--- config.mk ---
export PLATFORM = sky130hd
export DESIGN_NAME = cache_line_fill
export DESIGN_NICKNAME = d
export VERILOG_FILES = /design/src/rtl/cache_line_fill.sv
export SDC_FILE = /design/constraint.sdc
export NUM_CORES = 1
export LEC_CHECK = 0
export ABC_AREA = 1
export CAP_MARGIN = 10
export CELL_PAD_IN_SITES_DETAIL_PLACEMENT = 1
export CELL_PAD_IN_SITES_GLOBAL_PLACEMENT = 1
export CORE_MARGIN = 3
export CORE_UTILIZATION = 19
export DETAILED_ROUTE_END_ITERATION = 6
export MAX_ROUTING_LAYER = met4
export PLACE_DENSITY = 0.84
export SLEW_MARGIN = 20
export SYNTH_ARGS = -nofsm -noshare
export SYNTH_HDL_FRONTEND = slang
export SYNTH_SLANG_ARGS = --single-unit
--- constraint.sdc ---
create_clock -name i_hclk -period 2.03 [get_ports i_hclk]
set_input_delay 0.406 -clock i_hclk [delete_from_list [all_inputs] [get_ports i_hclk]]
set_output_delay 0.406 -clock i_hclk [all_outputs]
set_load 0.01 [all_outputs]
--- src/rtl/cache_line_fill.sv ---
// Cache line fill engine: fetches a whole line critical-word-first through a
// single-word read port, writes the data RAM and brackets the fill with tag writes.
module cache_line_fill #(
  parameter  int LINE_WORDS = 4,
  parameter  int INDEX_W    = 6,
  localparam int OFFSET_W   = $clog2(LINE_WORDS),
  localparam int TAG_W      = 30 - INDEX_W - OFFSET_W
) (
  input  logic                        i_hclk,
  input  logic                        i_hreset,
  input  logic                        i_fill_req,
  input  logic [29:0]                 i_fill_addr,
  output logic                        o_fill_busy,
  output logic                        o_fill_done,
  output logic                        o_crit_valid,
  output logic [31:0]                 o_crit_data,
  output logic                        o_mem_sel,
  output logic [29:0]                 o_mem_addr,
  input  logic [31:0]                 i_mem_rdata,
  input  logic                        i_mem_ready,
  output logic                        o_dram_we,
  output logic [INDEX_W+OFFSET_W-1:0] o_dram_addr,
  output logic [31:0]                 o_dram_wdata,
  output logic                        o_tram_we,
  output logic [INDEX_W-1:0]          o_tram_addr,
  output logic [TAG_W:0]              o_tram_wdata
);

  typedef enum logic [2:0] {IDLE, INVAL, ADDR, DATA, COMMIT} state_t;

  localparam logic [OFFSET_W-1:0] LAST = OFFSET_W'(LINE_WORDS - 1);

  state_t              state, next;
  logic [TAG_W-1:0]    tag;
  logic [INDEX_W-1:0]  index;
  logic [OFFSET_W-1:0] cur_off, cnt;
  logic                accept;

  assign accept = (state == DATA) && i_mem_ready;

  always_ff @(posedge i_hclk) begin
    if (i_hreset) begin
      state   <= IDLE;
      tag     <= '0;
      index   <= '0;
      cur_off <= '0;
      cnt     <= '0;
    end else begin
      state <= next;
      if (state == IDLE && i_fill_req) begin
        {tag, index, cur_off} <= i_fill_addr;
        cnt                   <= '0;
      end else if (accept) begin
        // offset wraps naturally at the line boundary
        cur_off <= cur_off + 1'b1;
        cnt     <= cnt + 1'b1;
      end
    end
  end

  always_comb begin
    next = state;
    case (state)
      IDLE:    if (i_fill_req) next = INVAL;
      INVAL:   next = ADDR;
      ADDR:    if (i_mem_ready) next = DATA;
      DATA:    if (i_mem_ready) next = (cnt == LAST) ? COMMIT : ADDR;
      COMMIT:  next = IDLE;
      default: next = IDLE;
    endcase
  end

  // Outputs forced low while reset is asserted, even mid-fill.
  always_comb begin
    o_fill_busy  = 1'b0;
    o_fill_done  = 1'b0;
    o_crit_valid = 1'b0;
    o_crit_data  = '0;
    o_mem_sel    = 1'b0;
    o_mem_addr   = '0;
    o_dram_we    = 1'b0;
    o_dram_addr  = '0;
    o_dram_wdata = '0;
    o_tram_we    = 1'b0;
    o_tram_addr  = '0;
    o_tram_wdata = '0;
    if (!i_hreset) begin
      case (state)
        INVAL: begin
          o_fill_busy  = 1'b1;
          o_tram_we    = 1'b1;
          o_tram_addr  = index;
          o_tram_wdata = {1'b0, tag};
        end
        ADDR: begin
          o_fill_busy = 1'b1;
          o_mem_sel   = 1'b1;
          o_mem_addr  = {tag, index, cur_off};
        end
        DATA: begin
          o_fill_busy = 1'b1;
          o_mem_addr  = {tag, index, cur_off};
          if (i_mem_ready) begin
            o_dram_we    = 1'b1;
            o_dram_addr  = {index, cur_off};
            o_dram_wdata = i_mem_rdata;
            if (cnt == '0) begin
              o_crit_valid = 1'b1;
              o_crit_data  = i_mem_rdata;
            end
          end
        end
        COMMIT: begin
          o_fill_busy  = 1'b1;
          o_fill_done  = 1'b1;
          o_tram_we    = 1'b1;
          o_tram_addr  = index;
          o_tram_wdata = {1'b1, tag};
        end
        default: ;
      endcase
    end
  end

endmodule

## Yosys cells after proc, flatten, opt, wreduce, memory -nomap -nowiden

Cells that the tools add are included.

| word-level totals | value |
|---|---|
| bits of input ports | 66 |
| bits in registers | 35 |

| cells by class | value |
|---|---|
| $add $sub $neg | 2 |
| muxes and demuxes | 38 |
| eq/ne operators | 8 |
| reduce and logical (&&, ||, !) cells | 10 |

Operator list:

| kind | number |
|---|---|
| $mux 32 | 7 |
| $mux 30 | 2 |
| $pmux 23 s2 | 1 |
| $mux 8 | 3 |
| $mux 23 | 1 |
| $mux 1 | 15 |
| $mux 3 | 4 |
| $mux 6 | 2 |
| $pmux 3 s4 | 1 |
| $eq 3x2->1 const B | 2 |
| $ne 2x2->1 const B | 3 |
| $reduce_or 2->1 | 3 |
| $add 2x1->2 const B | 2 |
| $mux 2 | 2 |
| $reduce_or 4->1 | 1 |
| $eq 3x1->1 const B | 1 |
| $eq 3x3->1 const B | 1 |
| $logic_not 3->1 | 1 |
| $reduce_and 3->1 | 1 |
| $eq 2x2->1 const B | 1 |
| $logic_and 1x1->1 | 2 |
| $logic_not 2->1 | 1 |
| $reduce_bool 2->1 | 1 |

## Longest topological paths before layout

| depth | value |
|---|---|
| depth in word-level cells | 5 |
| mapped depth | 8 |

## Worst setup path after synthesis

No wires, ideal clock.

| path | value |
|---|---|
| kind | input -> output |
| from | in i_mem_ready |
| to | out o_crit_data[10] |
| arrival | 1.296 ns |
| stages | 8 |
| slack | 0.328 ns |
| required time | 1.624 ns |
| buffers on the path | 2 |
| cell sequence | inv_1 -> nor2_1 -> nand2_4 -> inv_2 -> nand2_2 -> buf_6 -> buf_6 -> nor3_2 |

| on the way | value |
|---|---|
| cells in the longest elaborated chain, start to end | 3 |

RTL lines:

| what | line | text |
|---|---|---|
| start, declared | 20 | `input logic i_mem_ready,` |
| $mux 32 | 103 | `if (i_mem_ready) begin` |
| $mux 32 | 88 | `case (state)` |
| $mux 32 | 87 | `if (!i_hreset) begin` |
| end, declared | 16 | `output logic [31:0] o_crit_data,` |

No other way between the ends.

## Worst setup path in the final report

| path | value |
|---|---|
| from | reg state[2] |
| to | out o_crit_data[17] |

| on the way | value |
|---|---|
| cells in the longest elaborated chain, start to end | 3 |

RTL lines:

| what | line | text |
|---|---|---|
| start, declared | 33 | `state_t state, next;` |
| start signal, assigned | 49 | `state <= next;` |
| $eq 3x2->1 | 88 |  |
| $mux 32 | 88 |  |
| $mux 32 | 87 |  |

No other way between the ends.

==> out/qor.yml <==
first_pass_iters: 4
pre_cts_ws_ns: -0.740
rr_endpoint: "tag[10]"
drc_errors: 0
hold_path_class: "reg2reg"
skew_ns: 0.00549
whs_endpoint: "tag[1]"
ys_ff_latch: 35
syn_avg_cell_area_um2: 6.17
tightest_slew_ns: 0.328
grtUsageTotal_pct: 15.6
fin_ws_ns: 0.0542
ant_nets: 0
cap_violations: 0
fin_crit_ns: 1.98
antennaDiodeCount: 0
hold_buffers: 0
post_layout_nonfiller_instances: 737
synth_area_um2: 2300
drtIter0Drc: 93
syn_nets: 441
cts_tree: "yes"
cp.arrival_ns: 1.57
num_vias: 3245
setup_violations: 0
htree_levels: 2
dp_hpwl_um: 8550
reg2reg_slack_ns: 0.52
finalMaxSlewViolations: 0
critPathMaxFanout: 23
antenna_found_initial: 0
clk_latency_ns: 0.27
wl_per_cell_um: 15.2
hp-start: "tag[1]"
finalPower_uw: 2190
hold_path_depth: 2
portBuffers: 202
worstSetupPathType: "reg2out"
vdd_drop_max_mv: 0.298
finalCritPeriodShare_pct: 97.3
std_cell_rows: 39
drive_above_1_share_pct: 39.2
syn_to_final_growth_pct: 96.6
worst_ep_required_time_ns: 1.62
grt_pass1_wl_um: 16300
end_kind: "primary output"
initial_core_util_pct: 19.8
finalHoldViolCount: 0
cts_root_buf: "clkbuf_16"
synth-warning-count: 0
fp.dieH_um: 116
regToRegStartpoint: "state[0]"
clkTransAtPathRegs_ns: 0.06
fin_nets: 662
grt_pass1_vias: 3255
leakage_uw: 0.00238
netlist_instances: 373
relSlewSlack_pct: 78.1
overflow: 0
vias_per_cell: 4.40
die_x_um: 116
numCtsBuffers: 5
crit_path_start_kind: "flop"
cts_sinks: 35
routed_wl_um: 11200
core-area_um2: 11600
ios: 203
synth_seq_area_share_pct: 30.4
clockBufferDepth: 2
max_freq_ghz: 0.506
grt_max_degree: 37
die_area_um2: 13500
ys_types: 23
gp_congestion: 0.808
rsz0062_at_grt: "yes"
power_density_nw_per_um2: 484
status: "finished, final reports clean"
r2r_cells: 7
place_inst: 713
-- report_power, final --
group	total [uW]	leakage, uW	switching (uW)	internal, uW
Clock	744	0.0000727	266	478
Sequential	781	0.000290	20.4	760
Combinational	664	0.00202	364	299
Total	2190	0.00238	651	1540
-- metrics by stage --
stage / setup TNS [ns] / hold slack, ns / util (%) / instance area [um^2]
2_1_floorplan: 0 / 0.450 / - / 2300
4_1_cts: -0.0165 / 0.480 / 40.1 / 4660
3_3_place_gp: -66.78 / 0.467 / 39.0 / 4530
6_report: 0 / 0.476 / 39.0 / 4530
5_1_grt: -0.504 / 0.504 / 39.0 / 4530
3_5_place_dp: -67.36 / 0.471 / 39.0 / 4530
-- Yosys cell counts --
master / number / area (um^2)
nor3_2: 20 / 200
buf_1: 1 / 3.75
ha_1: 2 / 25.0
inv_2: 5 / 18.8
buf_6: 7 / 78.8
buf_2: 5 / 25.0
o21ai_0: 6 / 30.0
nand2_4: 1 / 11.3
nand2_1: 20 / 75.1
nand4_1: 2 / 12.5
nand2_2: 1 / 6.26
xor2_1: 1 / 8.76
nor2_2: 1 / 6.26
clkinv_2: 1 / 5.00
nor3_1: 15 / 75.1
nand3_1: 5 / 25.0
o211ai_1: 1 / 7.51
clkbuf_1: 13 / 48.8
a21oi_1: 33 / 165
nor2_1: 106 / 398
dfxtp_1: 35 / 701
o21ai_1: 24 / 120
inv_1: 68 / 255
-- state kept, by name, indices dropped and copies added, names as in the netlist --
signal   cells
index        6
tag         22
cnt          2
state        3
cur_off      2
-- cell usage in the layout (no fill, tap or decap), types with 7 or more instances in the layout --
cell type        count
buf_2               81
nor3_2              28
nand2_1             19
o21ai_1             24
clkbuf_2            41
buf_6                7
nor2_1              91
dfxtp_1             33
buf_4               22
clkdlybuf4s15_1      7
clkdlybuf4s50_1     63
inv_1               67
nor2_2              15
a21oi_1             33
-- final cells by class --
cell class | count | area (um^2)
fill | 1501 | 7090
inverter | 74 | 282
tap | 143 | 179
multi-input combinational | 238 | 1350
timing repair buffer | 240 | 1870
sequential | 35 | 703
clock inverter | 1 | 5.00
clock buffer | 6 | 139
-- logic make-up (layout without fill, tap and decap cells) --
| logic type | after synthesis | count (layout) | synth area share (%) |
|---|---|---|---|
| AND/OR/NAND/NOR | 171 | 171 | 35.2 |
| buffers and inverters | 100 | 321 | 18.9 |
| AO/OA/AOI/OAI | 64 | 64 | 14.0 |
| flip-flops | 35 | 35 | 30.4 |
| adder cells (fa/ha/maj) | 2 | 2 | 1.09 |
| XOR/XNOR | 1 | 1 | 0.381 |
-- metal layers --
metal  global-route usage (%)  wire, um  part of all wire [%]  vias to the layer above
li1                         -         -                     -                     1575
met1                     17.1      4460                    40                     1510
met2                     29.3      5870                    52                      151
met3                     3.66       814                   7.2                        9
met4                     2.09        85                  0.76                        0
met5                        -         0                     0                        -
-- what timing repair did --
action,4_1_cts,5_1_grt
gates cloned,4,1
gates resized for setup,404,141
hold endpoints to repair,0,0
pin swaps,4,5
buffers inserted,9,3
endpoints found under the setup margin,137,104
-- worst max path at each step --
| stage | from | to | slack [ns] | depth (start not counted) |
|---|---|---|---|---|
| final | state[2] | o_crit_data[17] | 0.05 | 8 |
| after global routing | state[2] | o_crit_data[30] | -0.04 | 8 |
| after CTS | state[0] | o_tram_wdata[16] | -0.02 | 7 |
| after detailed placement | i_mem_ready | o_crit_data[31] | -0.74 | 9 |
| after global placement | i_mem_ready | o_dram_wdata[1] | -0.68 | 9 |
| after floorplan | i_mem_ready | o_crit_data[10] | 0.33 | 8 |
-- critical path, cell delays in order (launching register included) --
cell	delay [ns]
dfxtp_2	0.32
buf_4	0.13
nor2_4	0.13
nand2_4	0.07
inv_4	0.07
nand2_8	0.11
buf_12	0.18
nor3_2	0.12
buf_2	0.16
(Power assumes the default switching activity.)
